[src/rtl/alu_exec.sv]
`default_nettype none
// ============================================================================
//  Module   : alu_exec
//  Purpose  : Execute stage fed by the register bank read ports. Single-cycle
//             logic/arithmetic ops, iterative shift-add MUL (one partial
//             product per cycle), registered result/flags and a one-cycle
//             done strobe used as the bank write-back enable.
//  Ports    : Clk, Rst (async, active-high)
//             start, op[2:0], Rx, Ry          -> request and operands
//             busy, done                      -> status / write-back strobe
//             result, result_hi               -> result (MUL: low/high half)
//             flag_z, flag_c, flag_n, flag_v  -> zero/carry/negative/overflow
//  Revision : 1.0  initial release
// ============================================================================
module alu_exec #(
  parameter int WIDTH = 8
) (
  input  logic             Clk,
  input  logic             Rst,
  input  logic             start,
  input  logic [2:0]       op,
  input  logic [WIDTH-1:0] Rx,
  input  logic [WIDTH-1:0] Ry,
  output logic             busy,
  output logic             done,
  output logic [WIDTH-1:0] result,
  output logic [WIDTH-1:0] result_hi,
  output logic             flag_z,
  output logic             flag_c,
  output logic             flag_n,
  output logic             flag_v
);

  localparam logic [2:0] C_OP_ADD = 3'b000;
  localparam logic [2:0] C_OP_SUB = 3'b001;
  localparam logic [2:0] C_OP_AND = 3'b010;
  localparam logic [2:0] C_OP_OR  = 3'b011;
  localparam logic [2:0] C_OP_XOR = 3'b100;
  localparam logic [2:0] C_OP_SHL = 3'b101;
  localparam logic [2:0] C_OP_SHR = 3'b110;
  localparam logic [2:0] C_OP_MUL = 3'b111;

  localparam int              CW     = $clog2(WIDTH + 1);
  localparam logic [CW-1:0]   C_LAST = CW'(WIDTH - 1);

  typedef enum logic [1:0] {
    ST_IDLE = 2'd0,
    ST_MUL  = 2'd1,
    ST_DONE = 2'd2
  } state_t;

  state_t             r_state;
  logic [WIDTH-1:0]   r_mcand;
  logic [WIDTH-1:0]   r_mplier;
  logic [2*WIDTH-1:0] r_acc;
  logic [CW-1:0]      r_count;

  // Single-cycle datapath
  logic [WIDTH:0]     w_sum;
  logic [WIDTH:0]     w_diff;
  logic [WIDTH:0]     w_shl_ext;
  logic [WIDTH:0]     w_shr_ext;
  logic [WIDTH-1:0]   w_res;
  logic               w_c;
  logic               w_v;

  // Multiplier step
  logic [WIDTH-1:0]   w_addend;
  logic [WIDTH:0]     w_upper;
  logic [2*WIDTH-1:0] w_acc_next;

  assign w_sum  = {1'b0, Rx} + {1'b0, Ry};
  assign w_diff = {1'b0, Rx} - {1'b0, Ry};   // MSB is the borrow
  // One guard bit on the shifted-out side: after shifting it holds the last
  // bit that left the operand, and is 0 for a zero shift amount.
  assign w_shl_ext = {1'b0, Rx} << Ry[2:0];
  assign w_shr_ext = {Rx, 1'b0} >> Ry[2:0];

  always_comb begin
    w_res = '0;
    w_c   = 1'b0;
    w_v   = 1'b0;
    case (op)
      C_OP_ADD: begin
        w_res = w_sum[WIDTH-1:0];
        w_c   = w_sum[WIDTH];
        w_v   = (Rx[WIDTH-1] == Ry[WIDTH-1]) && (w_sum[WIDTH-1] != Rx[WIDTH-1]);
      end
      C_OP_SUB: begin
        w_res = w_diff[WIDTH-1:0];
        w_c   = w_diff[WIDTH];
        w_v   = (Rx[WIDTH-1] != Ry[WIDTH-1]) && (w_diff[WIDTH-1] != Rx[WIDTH-1]);
      end
      C_OP_AND: w_res = Rx & Ry;
      C_OP_OR:  w_res = Rx | Ry;
      C_OP_XOR: w_res = Rx ^ Ry;
      C_OP_SHL: begin
        w_res = w_shl_ext[WIDTH-1:0];
        w_c   = w_shl_ext[WIDTH];
      end
      C_OP_SHR: begin
        w_res = w_shr_ext[WIDTH:1];
        w_c   = w_shr_ext[0];
      end
      default: ;
    endcase
  end

  // Shift-add: add into the upper half (keeping the carry), then shift the
  // whole accumulator right one place with the carry entering at the top.
  assign w_addend   = r_mplier[0] ? r_mcand : '0;
  assign w_upper    = {1'b0, r_acc[2*WIDTH-1:WIDTH]} + {1'b0, w_addend};
  assign w_acc_next = {w_upper, r_acc[WIDTH-1:1]};

  assign busy = (r_state != ST_IDLE);

  always_ff @(posedge Clk or posedge Rst) begin
    if (Rst) begin
      r_state   <= ST_IDLE;
      r_mcand   <= '0;
      r_mplier  <= '0;
      r_acc     <= '0;
      r_count   <= '0;
      done      <= 1'b0;
      result    <= '0;
      result_hi <= '0;
      flag_z    <= 1'b0;
      flag_c    <= 1'b0;
      flag_n    <= 1'b0;
      flag_v    <= 1'b0;
    end else begin
      done <= 1'b0;
      case (r_state)
        ST_IDLE: begin
          if (start) begin
            if (op == C_OP_MUL) begin
              r_mcand  <= Rx;
              r_mplier <= Ry;
              r_acc    <= '0;
              r_count  <= '0;
              r_state  <= ST_MUL;
            end else begin
              result    <= w_res;
              result_hi <= '0;
              flag_z    <= (w_res == '0);
              flag_c    <= w_c;
              flag_n    <= w_res[WIDTH-1];
              flag_v    <= w_v;
              done      <= 1'b1;
              r_state   <= ST_DONE;
            end
          end
        end
        ST_MUL: begin
          r_acc    <= w_acc_next;
          r_mplier <= r_mplier >> 1;
          r_count  <= r_count + CW'(1);
          if (r_count == C_LAST) begin
            result    <= w_acc_next[WIDTH-1:0];
            result_hi <= w_acc_next[2*WIDTH-1:WIDTH];
            flag_z    <= (w_acc_next == '0);
            flag_c    <= (w_acc_next[2*WIDTH-1:WIDTH] != '0);
            flag_n    <= w_acc_next[WIDTH-1];
            flag_v    <= 1'b0;
            done      <= 1'b1;
            r_state   <= ST_DONE;
          end
        end
        ST_DONE: r_state <= ST_IDLE;
        default: r_state <= ST_IDLE;
      endcase
    end
  end

endmodule
`default_nettype wire

[config.mk]
export PLATFORM = sky130hd
export DESIGN_NAME = alu_exec
export DESIGN_NICKNAME = d
export VERILOG_FILES = /design/src/rtl/alu_exec.sv
export SDC_FILE = /design/constraint.sdc
export NUM_CORES = 1
export LEC_CHECK = 0
export CAP_MARGIN = 20
export CORE_MARGIN = 5
export CORE_UTILIZATION = 55
export DETAILED_ROUTE_END_ITERATION = 7
export MAX_ROUTING_LAYER = met4
export PLACE_DENSITY_LB_ADDON = 0.05
export SYNTH_ARGS = -nofsm -noshare
export SYNTH_HDL_FRONTEND = slang
export SYNTH_SLANG_ARGS = --single-unit
[constraint.sdc]
create_clock -name Clk -period 3.5 [get_ports Clk]
set_clock_uncertainty 0.05 [all_clocks]
set_input_delay 0.875 -clock Clk [delete_from_list [all_inputs] [get_ports Clk]]
set_output_delay 0.875 -clock Clk [all_outputs]
set_load 0.05 [all_outputs]
# Word-level counts from Yosys, hierarchy flattened
# Cells that the tools add are included.
# classes
addsub	4
n_mul	0
n_div	0
n_lt_le_gt_ge	0
n_eq_ne	17
shifts	2
muxes	45
bitwise_logic	3
reduce_logical	13
# op_table
operator	n
two-way mux 8 bit	9
case mux 8 bit (7 select lines)	1
case mux 8 bit (2 select lines)	3
two-way mux 16 bit	2
case mux 16 bit (2 select lines)	1
adder 8 x 8 -> 9 bit	2
zero test 16 bit	1
two-way mux 1 bit	15
equality test 3 bit (second input constant)	4
case mux 1 bit (2 select lines)	6
left shift 8 x 3 -> 9 bit	1
right shift 9 x 3 -> 9 bit	1
subtractor 8 x 8 -> 9 bit	1
bitwise AND 8 bit	1
zero test 8 bit	1
two-way mux 4 bit	2
!= test 2 bit (second input constant)	4
OR 8 bit	1
case mux 4 bit (2 select lines)	1
nonzero test 8 bit	1
XOR 8 bit	1
equality test 3 x 2 -> 1 bit (second input constant)	2
two-way mux 2 bit	3
AND reduction 3 bit	2
other kinds (14)	18
# word_totals
register_bits	59
latch_bits	0
ramBits	0
mem_bits_ro	0
input_bits	22
output_inout_bits	22
word_cells	96
n_memories	0

# Depth between registers and ports, before layout
# depth
word_depth	7
depth_mapped	12
depth_no_buf	12

# Least setup slack after synthesis
# OpenSTA, ideal clock, no wires.
# synth_path
path_kind	input-to-reg
start	input port Ry[1]
end	register flag_z
setup_time_ps	64
arrival_time_ps	2912
required_ps	3386
slack_ps	474
stages	11
path_buffers	2
cell_sequence	buf_2 buf_2 inv_1 ha_1 nor2_1 o311ai_1 a32oi_1 xnor2_1 o211ai_2 a2111oi_2 a21o_1
# synth_between
elab_chain_len	6
# synth_rtl
item	line_no	source
from (decl)	23	input logic [WIDTH-1:0] Ry,
subtractor 8 x 8 -> 9 bit, or another cell as far along	73	assign w_diff = {1'b0, Rx} - {1'b0, Ry};
case mux 8 bit (7 select lines) *	83	case (op)
zero test 8 bit *	145	flag_z <= (w_res == '0);
two-way mux 1 bit *	136	if (op == C_OP_MUL) begin
two-way mux 1 bit *	135	if (start) begin
case mux 1 bit (2 select lines) *	133	case (r_state)
to (signal assigned)	145	
to (signal assigned)	161	flag_z <= (w_acc_next == '0);
to (decl)	28	output logic flag_z,
# Every way passes the cells marked *; elsewhere a longest branch is shown, timed or not. The select of a mux whose other input is x is not followed.
# A chain may end at the register's enable or synchronous reset.

# Worst setup path in the final report
# layout_path
start	input port Rx[0]
end	register flag_z
# layout_between
elab_chain_len	6
# layout_rtl
item	line_no	source
from (decl)	22	input logic [WIDTH-1:0] Rx,
subtractor 8 x 8 -> 9 bit, or another cell as far along	73	
case mux 8 bit (7 select lines) *	83	
zero test 8 bit *	145	
two-way mux 1 bit *	136	
two-way mux 1 bit *	135	
case mux 1 bit (2 select lines) *	133	
# Marked as above.

==> metrics.txt <==
# TYPE chip_impl_metric gauge
chip_impl_info{name="status",value="finished, final reports clean"} 1
chip_impl_metric{name="syn-mean-instance-area",unit="sq um"} 8.26
chip_impl_metric{name="grt_overflow_total",unit=""} 0
chip_impl_metric{name="num_io_pins",unit=""} 44
chip_impl_metric{name="ctsHoldBuffers",unit=""} 0
chip_impl_metric{name="setup_total_negative_slack",unit="ns"} 0
chip_impl_metric{name="cts_repair_resize_count",unit=""} 0
chip_impl_metric{name="grt_antenna_before_repair",unit=""} 0
chip_impl_metric{name="routed_wirelength",unit="um"} 12900
chip_impl_metric{name="drv_cap",unit=""} 0
chip_impl_metric{name="dp_hpwl",unit="um"} 9980
chip_impl_metric{name="tritoncts_sink_count",unit=""} 57
chip_impl_metric{name="die-width",unit="um"} 99.1
chip_impl_metric{name="fp-row-count",unit=""} 32
chip_impl_metric{name="h_tree_levels",unit=""} 3
chip_impl_info{name="synth_flop_cell",value="dfrtp_1"} 1
chip_impl_metric{name="die_h",unit="um"} 99.1
chip_impl_metric{name="fillCellCount",unit=""} 635
chip_impl_metric{name="fin_nets",unit=""} 664
chip_impl_metric{name="clk_latency",unit="ns"} 0.34
chip_impl_metric{name="finalSetupViolCount",unit=""} 0
chip_impl_metric{name="first_global_vias",unit=""} 4060
chip_impl_metric{name="number_of_iterations_in_the_first_detailed_routing_pass",unit=""} 5
chip_impl_metric{name="share_comb_of_total_power",unit="%"} 42.9
chip_impl_metric{name="floorplan.initialDensity",unit="%"} 56.5
chip_impl_metric{name="cell_internal_pwr",unit="mW"} 1.91
chip_impl_metric{name="maximum_number_of_pins_on_one_net_before_global_route_repair",unit=""} 40
chip_impl_metric{name="pwr-share-clk",unit="%"} 24.5
chip_impl_info{name="rsz0062_at_grt",value="false"} 1
chip_impl_metric{name="placement.setup.worst_slack",unit="ns"} -0.132
chip_impl_metric{name="synth_nets",unit=""} 587
chip_impl_metric{name="cts.reportedPaths.clkPinSlew",unit="ns"} 0.08
chip_impl_metric{name="p_seq_share",unit="%"} 32.6
chip_impl_info{name="cp_cell_sequence",value="clkdlybuf4s50_1, inv_1, ha_1, fa_1, o21ba_1, o21bai_1, mux2i_1, xnor2_1, a221oi_1, nand2_1, nor3_1, a21o_1"} 1
chip_impl_metric{name="synth_area",unit="sq um"} 4360
chip_impl_metric{name="yosys_register_bits",unit=""} 57
chip_impl_metric{name="share_of_layout_cells_above_drive_strength_1",unit="%"} 15.2
chip_impl_metric{name="synth_async_sr_flop_share",unit="%"} 100
chip_impl_metric{name="synth_enable_flop_cells",unit=""} 0
chip_impl_metric{name="synthesis.instances",unit=""} 528
chip_impl_metric{name="yosys.cell_types.count",unit=""} 60
chip_impl_info{name="worstSetupStartpointType",value="input pin"} 1
chip_impl_metric{name="layout_setup_ws",unit="ns"} 0.168
chip_impl_metric{name="clock.fmax",unit="GHz"} 0.300
chip_impl_metric{name="antennaDiodeCount",unit=""} 0
chip_impl_metric{name="crit_arrival",unit="ns"} 3.56
chip_impl_info{name="clk_root_buffer_cell",value="clkbuf_8"} 1
chip_impl_metric{name="cp_slowest_stage_delay",unit="ns"} 0.56
chip_impl_info{name="critical_path.endpoint_type",value="flop"} 1
chip_impl_info{name="tritoncts",value="done"} 1
chip_impl_metric{name="tritoncts.num_buffers",unit=""} 9
chip_impl_metric{name="worst-path-buf-inv",unit=""} 2
chip_impl_metric{name="ir_worst_vdd",unit="mV"} 0.448
chip_impl_info{name="critical_path.slowest_cell",value="clkdlybuf4s50_1"} 1
chip_impl_info{name="synth_top_cells_by_area",value="dfrtp_1 33%, ha_1 9.8%, a21oi_1 5.6%"} 1
chip_impl_metric{name="routabilityCongestion",unit=""} 0.950
chip_impl_metric{name="grt.total_usage",unit="%"} 28.1
chip_impl_metric{name="hold_viol",unit=""} 0
chip_impl_metric{name="design.die.area",unit="sq um"} 9810
chip_impl_metric{name="yosysTopAreaCellShare",unit="%"} 32.7
chip_impl_metric{name="min_period_over_period",unit="%"} 95.2
chip_impl_metric{name="core_region_area",unit="sq um"} 7730
chip_impl_info{name="critPathTopFamily",value="compound AO/OA/AOI/OAI gates"} 1
chip_impl_metric{name="vias_per_cell",unit=""} 5.95
chip_impl_metric{name="cts.repair_timing.setup_buffer_count",unit=""} 0
chip_impl_metric{name="powerDensity",unit="nW/um^2"} 585
chip_impl_info{name="criticalPathCategory",value="input pin to flop"} 1
chip_impl_metric{name="drv_slew",unit=""} 0
chip_impl_info{name="synth_area_leader_cell",value="dfrtp_1"} 1
chip_impl_info{name="hold_path.class",value="flop to flop"} 1
chip_impl_metric{name="port_buffers",unit=""} 43
chip_impl_metric{name="headroom_to_the_max_slew_limit",unit="%"} 53.4
chip_impl_metric{name="tightestPinTransition",unit="ns"} 0.698
chip_impl_metric{name="timing.critical_path.required",unit="ns"} 3.73
chip_impl_metric{name="finalWorstPathRequiredPeriod",unit="ns"} 3.33
chip_impl_metric{name="finalPower",unit="mW"} 3.20
chip_impl_metric{name="cellLeakagePower",unit="nW"} 2.54
chip_impl_metric{name="final_antenna_net_count",unit=""} 0
chip_impl_metric{name="areaGrowthSynthToFinish",unit="%"} 25.1
chip_impl_metric{name="yosys_warnings",unit=""} 0
chip_impl_metric{name="grt_first_pass_wirelength",unit="um"} 21200
chip_impl_metric{name="hold-worst-slack",unit="ns"} 0.434
chip_impl_metric{name="fin_util",unit="%"} 70.6
chip_impl_metric{name="route.vias.total",unit=""} 4238
chip_impl_metric{name="routed_wire_length_per_instance",unit="um"} 18.2
chip_impl_metric{name="sw_frac_of_total",unit="%"} 40.3
chip_impl_metric{name="net-switching-power",unit="mW"} 1.29
chip_impl_metric{name="crit_fanout",unit=""} 4
chip_impl_metric{name="seq_area_frac_synth",unit="%"} 32.7
chip_impl_metric{name="drt_first_iter_violations",unit=""} 293
chip_impl_metric{name="clockBufferDepth",unit=""} 2
chip_impl_metric{name="route.detailed.drc",unit=""} 0
## metal layers
metal | wire, um | global-route usage [%] | part of all wire, % | vias up
met5 | 0 | - | 0 | -
li1 | - | - | - | 2008
met2 | 6060 | 42.8 | 47 | 171
met1 | 5770 | 38.6 | 45 | 2041
met4 | 160 | 5.25 | 1.2 | 0
met3 | 932 | 6.58 | 7.2 | 18
## cells in the mapped netlist (9+ instances only)
library cell / number
nand2_1: 63
buf_2: 13
dfrtp_1: 57
mux2i_1: 13
inv_1: 29
mux2_2: 9
a22o_1: 10
clkbuf_1: 14
nor2_1: 58
xnor2_1: 12
nor3_1: 12
a21oi_1: 49
o21ai_1: 11
ha_1: 34
o21ai_0: 34
## tightest hold or removal path: stages (launching register included)
cell     delay (ns)
dfrtp_1        0.34
nand2_1        0.05
nand2_1        0.06
## cell usage in the layout (no fill, tap or decap), types with 7 or more instances in the layout
master / n
a21oi_1: 49
a22o_1: 10
and2_1: 7
buf_4: 50
clkbuf_8: 9
clkdlybuf4s50_1: 43
dfrtp_1: 57
ha_1: 34
inv_1: 28
mux2_2: 9
mux2i_1: 13
nand2_1: 63
nand3_1: 8
nor2_1: 57
nor3_1: 12
o21ai_0: 34
o21ai_1: 11
o31ai_1: 8
xnor2_1: 12
## stage by stage
stage	instances	cell area (sq um)
after floorplan	528	4360
after global placement	696	5210
after detailed placement	696	5210
after CTS	712	5460
after global routing	712	5460
final	712	5460
## area by class of cell
class | count | area [sq um] | share of cell area (%)
multi-input cells | 410 | 2690 | 49.3
flip-flops and latches | 57 | 1430 | 26.1
well taps | 102 | 128 | 2.34
repair buffers | 95 | 846 | 15.5
clock inverters | 7 | 125 | 2.29
clock buffers | 9 | 124 | 2.27
inverters | 32 | 120 | 2.20
## sequential cells by signal, indices dropped and copies added, names as in the netlist
signal / count
r_mplier: 8
result: 8
flag_v: 1
done: 1
flag_c: 1
r_mcand: 8
r_state: 2
r_acc: 15
r_count: 4
flag_z: 1
result_hi: 8
## worst paths after layout
| path | startpoint | end | slack, ns | cells after the start |
|---|---|---|---|---|
| min in group asynchronous | Rst | r_count[1] | 0.91 | 2 |
| max in group asynchronous | Rst | r_mcand[5] | 1.83 | 3 |
| max | Rx[0] | flag_z | 0.17 | 12 |
| min | result_hi[1] | result_hi[1] | 0.43 | 2 |
| max reg2reg | r_mplier[0] | flag_c | 0.63 | 12 |
| min reg2reg | result_hi[1] | result_hi[1] | 0.43 | 2 |
## cells by family after synthesis
logic type	Yosys count	synth area share [%]
buf+inv	61	5.71
compound gates	164	24.5
fa+ha+maj	37	11.1
mux	23	5.82
xor+xnor	14	2.81
simple gates	172	17.4
flops	57	32.7
## power groups by stage
stage	sequential, mW	clock (mW)	combinational (mW)
floorplan	1.18	0	0.759
global placement	1.03	0	1.32
detailed placement	1.05	0	1.35
CTS	1.04	0.787	1.37
global route	1.07	0.828	1.49
finish	1.04	0.783	1.37
Power figures use the tool's default switching activity.
==> RTL change: new RTL, same flow settings <==
Make the reset (`Rst`) synchronous in one clocked block. Comments in the files are not updated.
--- a/src/rtl/alu_exec.sv
+++ b/src/rtl/alu_exec.sv
@@ -114,7 +114,7 @@
 
   assign busy = (r_state != ST_IDLE);
 
-  always_ff @(posedge Clk or posedge Rst) begin
+  always_ff @(posedge Clk) begin
     if (Rst) begin
       r_state   <= ST_IDLE;
       r_mcand   <= '0;
Formal check against the unedited RTL: differs if Rst is asserted again (counterexample within 4 cycles, from zero or initial values and one cycle with Rst high); with Rst held inactive, the same outputs for 4 cycles.
==> RTL change against the original RTL <==
  * Wire length increased by 6.8%
  * Worst setup slack got worse by 34 ps
  * First-iteration DRC count unchanged
  * Synthesized cell count increased by 7.4%
  * Synthesized area increased by 3.4%
  * Critical path type unchanged
  * Critical endpoint is now flag_z
  * Design area increased by 5.8%
  * Sequential cell count unchanged
Power is not compared: it rests on default switching activity, and its combinational part moved more than twofold at a synthesized area within 25%.
==> RTL change: results (changes against the original RTL) <==
status:
  status: "complete, no violations"
global_route:
  antenna_found_initial: 0  # unchanged
  grt_pass1_vias: 4414  # +8.7%
  grtUsageTotal_pct: 28.8  # +0.77 points
  grt_pass1_wl_um: 22300  # +5.2%
  grt_max_degree: 41  # +2.5%
critical_path:
  r2r-start: "r_mplier[0]"
  r2r_cells: 11  # -1
  crit_fanout: 3  # -1
  reg2reg_slack_ps: 290  # -340 ps
  reg2reg_to: "flag_z"
  worstPathArrival_ps: 3570  # about the same
run:
  maxCapViolations: 0  # unchanged
detailed_routing:
  drt-total-wl_um: 13800  # +6.8%
  drt_iter0_markers: 293  # unchanged
  vias: 4665  # +10%
  dr.pass1.iters: 5  # unchanged
layout:
  drive_gt1_share_pct: 19.5  # +4.2 points
  regMostFlops: "r_acc"
  largest_reg_flops: 15  # unchanged
  n_antenna_cell: 0  # unchanged
  instances_no_fill: 773  # +8.6%
  final_nets: 722  # +8.7%
min_path:
  min_path_cells: 2  # unchanged
  min_path_type: "flip-flop to flip-flop"
  hold_start: "result[3]"
  min_to: "result[3]"
clocking:
  root_buffer: "clkbuf_8"
  numCtsBuffers: 9  # unchanged
  clk_latency_ps: 350
  clock_path_buffers: 2  # unchanged
  clk_pin_slew_ps: 70
  cts_max_level: 3  # unchanged
  cts_setup_buffers: 0  # unchanged
synth:
  synthArstFlopShare_pct: 0  # -100 points
  postSynthAreaPerCell_um2: 7.96  # -3.7%
  synthTopCellsByArea: "dfxtp_1 (25%), ha_1 (9.4%), nor2_1 (5.7%), nand2_1 (4.7%), mux2i_1 (4.0%)"
  synth_flop_cell: "dfxtp_1"
  ys_seq_area_share_pct: 25.3  # -7.4 points
  ys_top_cells_by_count: "nor2_1 (69), dfxtp_1 (57), nand2_1 (56), a21oi_1 (35), ha_1 (34)"
  synth_cell_types: 70  # +17%
  synth_fp_nets: 626  # +6.6%
placed_design:
  detailed_place_hpwl_um: 10700  # +6.7%
  gp_congestion: 1.01  # +6.4%
  post-place-cells: 757  # +8.8%
  port_buffers: 43  # unchanged
sta:
  worst_pin_slew_ps: 874  # +176 ps
  timing.hold.ws_ps: 400  # -33.5 ps
pwr:
  vdd_ir_drop_max_v: 0.000332
-- RTL change: cell count changes after synthesis, moves of 8 or more --
cell,change
clkbuf_1,+13
mux2_2,-8
nor3_1,+9
a22o_1,-10
nor2_1,+11
o211ai_1,+8
o21ai_0,-26
dfrtp_1,-57
dfxtp_1,+57
o21ai_1,-11
a21oi_1,-14
a22oi_1,+12
-- RTL change: per-stage QoR --
| stage | cell area [um2] | worst slack [ps] | TNS [ps] | total power, uW |
|---|---|---|---|---|
| CTS | 5750 | 26.4 | 0 | 1930 |
| detailed placement | 5540 | -318 | -508 | 1260 |
| global route | 5780 | 34.7 | 0 | 2020 |
| floorplan | 4510 | 11.4 | 0 | 1020 |
| global placement | 5530 | -267 | -1240 | 1250 |
| finish | 5780 | 134 | 0 | 1930 |
-- RTL change: cells by family (layout without fill, tap and decap cells) --
family | after synthesis | after routing | share of synthesized area, %
buffers and inverters | 70 | 171 | 6.35
AO/OA/AOI/OAI | 123 | 123 | 19.6
AND/OR/NAND/NOR | 241 | 241 | 26.5
flip-flops | 57 | 57 | 25.3
multiplexers | 29 | 29 | 9.65
adder cells (fa/ha/maj) | 37 | 37 | 10.8
XOR/XNOR | 10 | 10 | 1.94
-- RTL change: repair_timing --
item / CTS / global route
hold buffers: 0 / 0
hold endpoints to repair: 0 / 0
gates resized for setup: 0 / 5
setup endpoints to repair: 0 / 1
-- RTL change: where the power goes --
part | internal, uW | switching (uW) | leakage, uW
Combinational | 256 | 317 | 0.00185
Sequential | 669 | 14.5 | 0.000462
Clock | 400 | 277 | 0.000106
-- RTL change: worst max-delay path, cell delays in order --
cell             delay (ps)
clkdlybuf4s50_1         450
ha_1                    230
fa_2                    360
a21o_1                  220
a221oi_2                300
xnor2_1                 110
a211o_1                 340
nor4b_2                 290
nand4_1                 140
a311oi_2                250
-- RTL change: how the worst max path moves through the flow --
stage           from  slack, ps     end  cells after the start
6_report       Ry[0]        130  flag_z                     10
5_1_grt        Rx[0]         30  flag_z                     10
4_1_cts        Rx[0]         30  flag_z                     12
3_5_place_dp   Rx[0]       -320  flag_z                     12
3_3_place_gp   Rx[0]       -270  flag_z                     11
2_1_floorplan  Ry[1]         10  flag_z                     12
-- RTL change: per-layer routing --
| layer | vias to the layer above | global-route usage, % | part of all wire, % |
|---|---|---|---|
| met4 | 0 | 10.6 | 3.1 |
| li1 | 2236 | - | - |
| met1 | 2211 | 39.1 | 44 |
| met2 | 183 | 42.5 | 45 |
| met5 | - | - | 0 |
| met3 | 35 | 5.95 | 7.2 |
-- RTL change: area by class of cell --
cell class | count | area [um2]
Clock buffer | 9 | 124
Sequential cell | 57 | 1140
Fill cell | 667 | 2320
Tap cell | 105 | 131
Timing Repair Buffer | 127 | 1070
Multi-Input combinational cell | 440 | 3110
Inverter | 28 | 105
Clock inverter | 7 | 93.8
